$ cat src/rtl/keypad_digit_entry.sv
// Keypad front end: synchronises and debounces raw key lines, strobes validn low once per clean press,
// and shifts each accepted digit into a BCD entry buffer.
//   state      | meaning
//   IDLE       | waiting for a one-hot key pattern
//   PRESS_DB   | candidate key must stay unchanged for DEBOUNCE_CYCLES samples
//   HELD       | key accepted; waiting for all keys released
//   RELEASE_DB | keypad must read all-zero for DEBOUNCE_CYCLES samples
module keypad_digit_entry #(
    parameter int NUM_KEYS        = 10,
    parameter int DEBOUNCE_CYCLES = 4,
    parameter int NUM_DIGITS      = 4
) (
    input  logic                              clock,
    input  logic                              resetn,
    input  logic                              enablen,
    input  logic [NUM_KEYS-1:0]               keypad,
    input  logic                              clearn,
    output logic [3:0]                        digit,
    output logic                              validn,
    output logic [4*NUM_DIGITS-1:0]           digits,
    output logic [$clog2(NUM_DIGITS+1)-1:0]   count,
    output logic                              full
);

    localparam int DW  = 4 * NUM_DIGITS;
    localparam int CW  = $clog2(NUM_DIGITS + 1);
    localparam int DBW = $clog2(DEBOUNCE_CYCLES);

    typedef enum logic [1:0] {IDLE, PRESS_DB, HELD, RELEASE_DB} state_t;

    state_t                state_q, state_d;
    logic [NUM_KEYS-1:0]   ks1_q, ks_q;
    logic [NUM_KEYS-1:0]   cand_q, cand_d;
    logic [DBW-1:0]        cnt_q, cnt_d;
    logic [3:0]            digit_q, digit_d;
    logic                  validn_q, validn_d;
    logic [DW-1:0]         digits_q, digits_d;
    logic [CW-1:0]         count_q, count_d;
    logic [4:0]            ones;
    logic                  ks_onehot;
    logic [3:0]            cand_code;
    logic                  push;

    always_ff @(posedge clock or negedge resetn) begin
        if (!resetn) begin
            ks1_q    <= '0;
            ks_q     <= '0;
            state_q  <= IDLE;
            cand_q   <= '0;
            cnt_q    <= '0;
            digit_q  <= '0;
            validn_q <= 1'b1;
            digits_q <= '0;
            count_q  <= '0;
        end else begin
            ks1_q    <= keypad;
            ks_q     <= ks1_q;
            state_q  <= state_d;
            cand_q   <= cand_d;
            cnt_q    <= cnt_d;
            digit_q  <= digit_d;
            validn_q <= validn_d;
            digits_q <= digits_d;
            count_q  <= count_d;
        end
    end

    // keypad[0] is key 0; the remaining lines are numbered downward from the top bit.
    always_comb begin
        ones      = '0;
        cand_code = '0;
        for (int k = 0; k < NUM_KEYS; k++) begin
            ones = ones + 5'(ks_q[k]);
            if (cand_q[k]) begin
                cand_code = (k == 0) ? 4'd0 : 4'(NUM_KEYS - k);
            end
        end
        ks_onehot = (ones == 5'd1);
    end

    always_comb begin
        state_d  = state_q;
        cand_d   = cand_q;
        cnt_d    = cnt_q;
        digit_d  = digit_q;
        validn_d = 1'b1;
        push     = 1'b0;
        if (enablen) begin
            state_d = IDLE;
            cnt_d   = '0;
        end else begin
            case (state_q)
                IDLE: begin
                    if (ks_onehot) begin
                        cand_d  = ks_q;
                        cnt_d   = DBW'(1);
                        state_d = PRESS_DB;
                    end
                end
                PRESS_DB: begin
                    if (ks_q != cand_q) begin
                        state_d = IDLE;
                    end else if (cnt_q == DBW'(DEBOUNCE_CYCLES - 1)) begin
                        state_d  = HELD;
                        digit_d  = cand_code;
                        validn_d = 1'b0;
                        push     = 1'b1;
                    end else begin
                        cnt_d = cnt_q + DBW'(1);
                    end
                end
                HELD: begin
                    if (ks_q == '0) begin
                        cnt_d   = DBW'(1);
                        state_d = RELEASE_DB;
                    end
                end
                RELEASE_DB: begin
                    if (ks_q != '0) begin
                        state_d = HELD;
                    end else if (cnt_q == DBW'(DEBOUNCE_CYCLES - 1)) begin
                        state_d = IDLE;
                    end else begin
                        cnt_d = cnt_q + DBW'(1);
                    end
                end
                default: state_d = IDLE;
            endcase
        end
    end

    // Clear wins over a same-edge push; a push into a full buffer is dropped.
    always_comb begin
        digits_d = digits_q;
        count_d  = count_q;
        if (!clearn) begin
            digits_d = '0;
            count_d  = '0;
        end else if (push && (count_q < CW'(NUM_DIGITS))) begin
            digits_d = (digits_q << 4) | DW'(cand_code);
            count_d  = count_q + CW'(1);
        end
    end

    assign digit  = digit_q;
    assign validn = validn_q;
    assign digits = digits_q;
    assign count  = count_q;
    assign full   = (count_q == CW'(NUM_DIGITS));

endmodule

$ cat config.mk
export PLATFORM = sky130hd
export DESIGN_NAME = keypad_digit_entry
export DESIGN_NICKNAME = d
export VERILOG_FILES = /design/src/rtl/keypad_digit_entry.sv
export SDC_FILE = /design/constraint.sdc
export NUM_CORES = 1
export LEC_CHECK = 0
export ABC_AREA = 1
export CAP_MARGIN = 40
export CELL_PAD_IN_SITES_DETAIL_PLACEMENT = 2
export CELL_PAD_IN_SITES_GLOBAL_PLACEMENT = 2
export CORE_ASPECT_RATIO = 1.2
export CORE_UTILIZATION = 25
export CTS_CLUSTER_SIZE = 20
export DETAILED_ROUTE_END_ITERATION = 7
export GPL_TIMING_DRIVEN = 0
export PLACE_DENSITY_LB_ADDON = 0.1
export RECOVER_POWER = 50
export SYNTH_ARGS = -nofsm -noshare
export SYNTH_HDL_FRONTEND = slang
export SYNTH_SLANG_ARGS = --single-unit
export TNS_END_PERCENT = 30
$ cat constraint.sdc
create_clock -name clock -period 3.56 [get_ports clock]
set_input_delay 0.534 -clock clock [delete_from_list [all_inputs] [get_ports clock]]
set_output_delay 0.534 -clock clock [all_outputs]
set_load 0.01 [all_outputs]
Yosys cells after proc, flatten, opt, wreduce, memory -nomap -nowiden
Cells that the tools add are included.

Register bits: 58. Latch bits: 0. RAM bits: 0. Memory bits (read-only): 0. Input port bits: 14. Memories: 0.

Add/subtract/negate cells: 11. Multipliers: 0. Divide/modulo/power cells: 0. Order comparisons: 1. Equal/unequal tests: 14. Shifts and indexed selects: 0. Muxes and demuxes: 35. Bitwise gates (word level): 3. Reduce and logical (&&, ||, !) cells: 8.

Operators by type and width (number): 4-bit two-way mux (9); 16-bit two-way mux (2); 5-bit by 1-bit adder with 5-bit output (5); 2-bit two-way mux (12); 16-bit by 4-bit bitwise OR with 16-bit output (1); 2-bit one-hot mux with 4 select lines (2); 3-bit inequality test, second input constant (4); 4-bit AND reduction (3); 10-bit logical NOT (1); 10-bit inequality test (1); 10-bit nonzero test (1); 1-bit two-way mux (8); 4-bit inequality test, second input constant (2); 2-bit equality test, second input constant (3); 3-bit two-way mux (2); 4-bit by 1-bit adder with 5-bit output (1); 5-bit by 1-bit equality test with 1-bit output, second input constant (1); 3-bit by 1-bit adder with 4-bit output (1); 2-bit by 1-bit adder with 3-bit output (1); 3-bit by 1-bit adder with 3-bit output, second input constant (1); 3-bit equality test, second input constant (1); 3-bit less-than comparator, second input constant (1); 3-bit AND reduction (1); 1-bit by 1-bit adder with 2-bit output (1); other kinds (6) (7).

Logic depth before layout (Yosys ltp)
Word-level depth: 13. Depth in mapped cells: 18. Depth with buffers taken out: 18.

Least setup slack after synthesis
OpenSTA, ideal clock, no wires.

Path kind: reg2reg. Start point: register ks_q[0]. End point: register cnt_q[0]. Setup time: 0.117 ns. Data arrival time: 3.250 ns. Setup slack: 0.193 ns. Cell stages (with the launch flop): 18. Period minus slack after synthesis: 3.367 ns. Cells stage by stage: dfrtp_1 > fa_1 > fa_1 > inv_1 > fa_1 > inv_1 > ha_1 > inv_1 > fa_1 > nand2_1 > nor2_1 > nand2_1 > nand2_1 > nand2_1 > nor2_1 > nand2_1 > nand2_1 > nand2_1.

Longest elaborated chain between the ends: 12. Elaborated cells on any way between the ends: 18. Classes of those cells: add/sub: 9; eq/ne: 6; reduce/logical: 3.

RTL lines: from (decl) (RTL line 32) `logic [NUM_KEYS-1:0] ks1_q, ks_q;`; from (signal assigned) (RTL line 57) `ks_q <= ks1_q;`; 1-bit by 1-bit adder with 2-bit output (RTL line 73) `ones = ones + 5'(ks_q[k]);`; 2-bit by 1-bit adder with 3-bit output (RTL line 73); 3-bit by 1-bit adder with 4-bit output (RTL line 73); 4-bit by 1-bit adder with 5-bit output (RTL line 73); 5-bit by 1-bit adder with 5-bit output (5 in a row) (RTL line 73); 5-bit by 1-bit equality test with 1-bit output (RTL line 78) `ks_onehot = (ones == 5'd1);`; 3-bit inequality test (no source line); 4-bit AND reduction (no source line) *; to (signal assigned) (RTL line 60) `cnt_q <= cnt_d;`; to (decl) (RTL line 34) `logic [DBW-1:0] cnt_q, cnt_d;`.

Mark *: on every way between the ends. The rest lies on a longest branch, timed or not. A chain may end at the register's enable or synchronous reset.

Worst setup path in the final report
Start point: register ks_q[1]. End point: register cnt_q[1].

Same word-level chain as after synthesis.

==> out/metrics.yaml <==
hold_slack_ns: 0.347
clkSinkCount: 58
gr-total-overflow: 0
synth.distinct_cells: 23
vias: 2299
nets: 394
synth-adder-area-share_pct: 7.19
slowest_delay_ns: 0.52
grt_setup_unrepaired: "true"
path_delay_family: "adder cells"
drive_gt1_share_pct: 12.3
synth.area.mux_share_pct: 0
place_area_sq_um: 3250
drv_cap: 1
worstPathRequired_ns: 3.77
clock-root-buffer: "clkbuf_16"
hold_viol: 0
crit_buf_inv: 3
critical-path-slowest-cell: "fa_1"
seq_area_frac_synth_pct: 53.5
postSynthCellCount: 315
grt_usage_pct: 15.3
areaGrowthSynthToFinish_pct: 33.5
path_cells: "fa_1, fa_1, inv_1, fa_1, inv_1, ha_2, inv_2, fa_1, nand2_1, nor2_2, nand2_1, nand2_2, nand2_2, nor2_4, nand2_2, nand2_1, nand2_1"
drtIter0Drc: 58
grt_max_degree: 59
floorplan.initialDensity_pct: 25.8
period_minus_slack_ns: 3.49
grt_pass1_wl_um: 13100
synth-simple-area-share_pct: 25.4
ys_seq_elements: 58
gr-usage-met2_pct: 25.9
fin_area_sq_um: 3620
cts_tree: "built"
worst_pin_slew_ns: 1.50
cts_buffer_depth: 2
dp_hpwl_um: 5630
synth_edf_count: 0
grt_pass1_vias: 2566
crit_fanout: 3
antenna_found_initial: 0
synth_nets: 341
drc_errors: 0
setup-tns-final_ns: 0
crit_type: "register to register"
firstDrtPassIters: 4
async_flop_share_pct: 100
status: "finished with violations"
die_h_um: 116
synth.largest_area_cell: "dfrtp_1"
die_w_um: 97.1
cts-buffers-inserted: 9
synth_top_area_share_pct: 52.6
avgSynthCellArea_sq_um: 8.62
synth_top_flop_cell: "dfrtp_1"
routedWlPerCell_um: 15.3
ys_warn_count: 0
htreeDepth: 3
synthTopCellsByArea: "dfrtp_1 53%, nand2_1 13%, nand3_1 5.5%"
postRouteAntennaNets: 0
clock_skew_ns: 0.00533
pin_count: 39
power_density_nw_per_um2: 603
wirelength_um: 7680
vias_per_cell: 4.58
worst_setup_path_end_kind: "register"
ir_drop_mv: 0.204
power.leakage_uw: 0.00172
min_path_type: "register to register"
fp-row-count: 41
path_clk_slew_ns: 0.05
portBuffers: 38
synthXorXnorAreaFrac_pct: 0.645
synth-compound-area-share_pct: 6.27
worst_ep_arrival_time_ns: 3.71
finalSetupViolCount: 0
n_fill_cell: 1164
n_antenna_cell: 0
slew_viol_final: 0
fmax_mhz: 286
start_kind: "register"
met3_usage_pct: 3.41
syn_area_sq_um: 2710
total_power_uw: 2180
violations: "max-capacitance violations"
grtUsageMet1_pct: 19.0
dpl_worst_slack_ns: -0.201
gp_congestion: 0.732
core_sq_um: 10500
gr-max-usage-layer: "met2"
relSlewSlack_pct: 0.200
synth.most_common_cell: "nand2_1"
period_share_pct: 98.2
die-area_sq_um: 11300
synth_common_cells: "96 x nand2_1, 57 x dfrtp_1, 36 x inv_1"
synth_top_family_by_area: "simple AND/OR/NAND/NOR gates"
clk_latency_ns: 0.33
finalWorstSetupSlack_ns: 0.0651
## worst paths after layout
path	from	end	slack (ns)	cells past startpoint
max	ks_q[1]$_DFF_PN0_	cnt_q[1]$_DFFE_PN0P_	0.07	17
min	ks1_q[9]$_DFF_PN0_	ks_q[9]$_DFF_PN0_	0.35	0
max reg2reg	ks_q[1]$_DFF_PN0_	cnt_q[1]$_DFFE_PN0P_	0.07	17
min reg2reg	ks1_q[9]$_DFF_PN0_	ks_q[9]$_DFF_PN0_	0.35	0
max in group asynchronous	resetn	ks_q[3]$_DFF_PN0_	2.02	1
min in group asynchronous	resetn	ks_q[2]$_DFF_PN0_	0.56	1
## metrics by stage
| stage | std cells | utilization, % |
|---|---|---|
| 6_report | 502 | 34.4 |
| 5_1_grt | 502 | 34.4 |
| 4_1_cts | 499 | 34.1 |
| 3_5_place_dp | 482 | 30.9 |
| 3_3_place_gp | 482 | 31.0 |
| 2_1_floorplan | 315 | - |
## power by group
group	internal (uW)	switching, uW	total [uW]
clock	560	322	882
combinational	186	296	482
sequential	739	80.9	820
total	1490	699	2180
## layout by cell type, fill, tap and decap left out, types with 2 or more instances in the layout
| cell type | Yosys | layout |
|---|---|---|
| clkinvlp_4 | 0 | 3 |
| fa_1 | 6 | 6 |
| o21ai_0 | 20 | 14 |
| nor2_2 | 2 | 3 |
| buf_6 | 1 | 2 |
| dlygate4sd3_1 | 0 | 10 |
| nand3_1 | 30 | 30 |
| buf_2 | 2 | 2 |
| nand4_1 | 5 | 5 |
| nand2_2 | 1 | 4 |
| a21oi_1 | 4 | 4 |
| nor2_1 | 22 | 20 |
| nor3_1 | 2 | 2 |
| ha_1 | 6 | 5 |
| inv_1 | 36 | 35 |
| nor2_4 | 2 | 3 |
| inv_2 | 4 | 5 |
| nand2_1 | 96 | 93 |
| buf_4 | 0 | 5 |
| o21ai_1 | 10 | 15 |
| clkbuf_1 | 4 | 2 |
| xnor2_1 | 2 | 2 |
| dfrtp_1 | 57 | 56 |
| clkdlybuf4s50_1 | 0 | 27 |
| clkbuf_16 | 0 | 9 |
## what timing repair did
item / in CTS / in global routing
gates cloned: 0 / 0
resized for setup: 10 / 13
pin swaps: 3 / 2
setup endpoints to repair: 12 / 12
hold buffers: 0 / 0
buffers inserted: 1 / 3
## cell families after synthesis
group,Yosys count
AO/OA/AOI/OAI,34
XOR/XNOR,2
adder cells (fa/ha/maj),12
buffers and inverters,48
flip-flops,58
AND/OR/NAND/NOR,161
## metal layers
layer	up-vias	routed length [um]
met3	9	156
met4	0	119
li1	1094	-
met2	27	3800
met5	-	0
met1	1169	3600
## sequential cells by signal, summed over array words and instances (netlist names)
signal,count
digits,16
ks1_q,10
ks_q,10
count,3
digit,4
cnt_q,2
state_q,2
validn,1
cand_q,10
## layout make-up
cell class | count | area [sq um] | share of cell area, %
tap | 129 | 161 | 4.46
clock buffer | 10 | 239 | 6.60
timing repair buffer | 42 | 405 | 11.2
buffer | 8 | 51.3 | 1.42
sequential | 58 | 1450 | 40.1
inverter | 40 | 150 | 4.15
clock inverter | 6 | 66.3 | 1.83
multi-input combinational | 209 | 1090 | 30.2
Power figures use the tool's default switching activity.
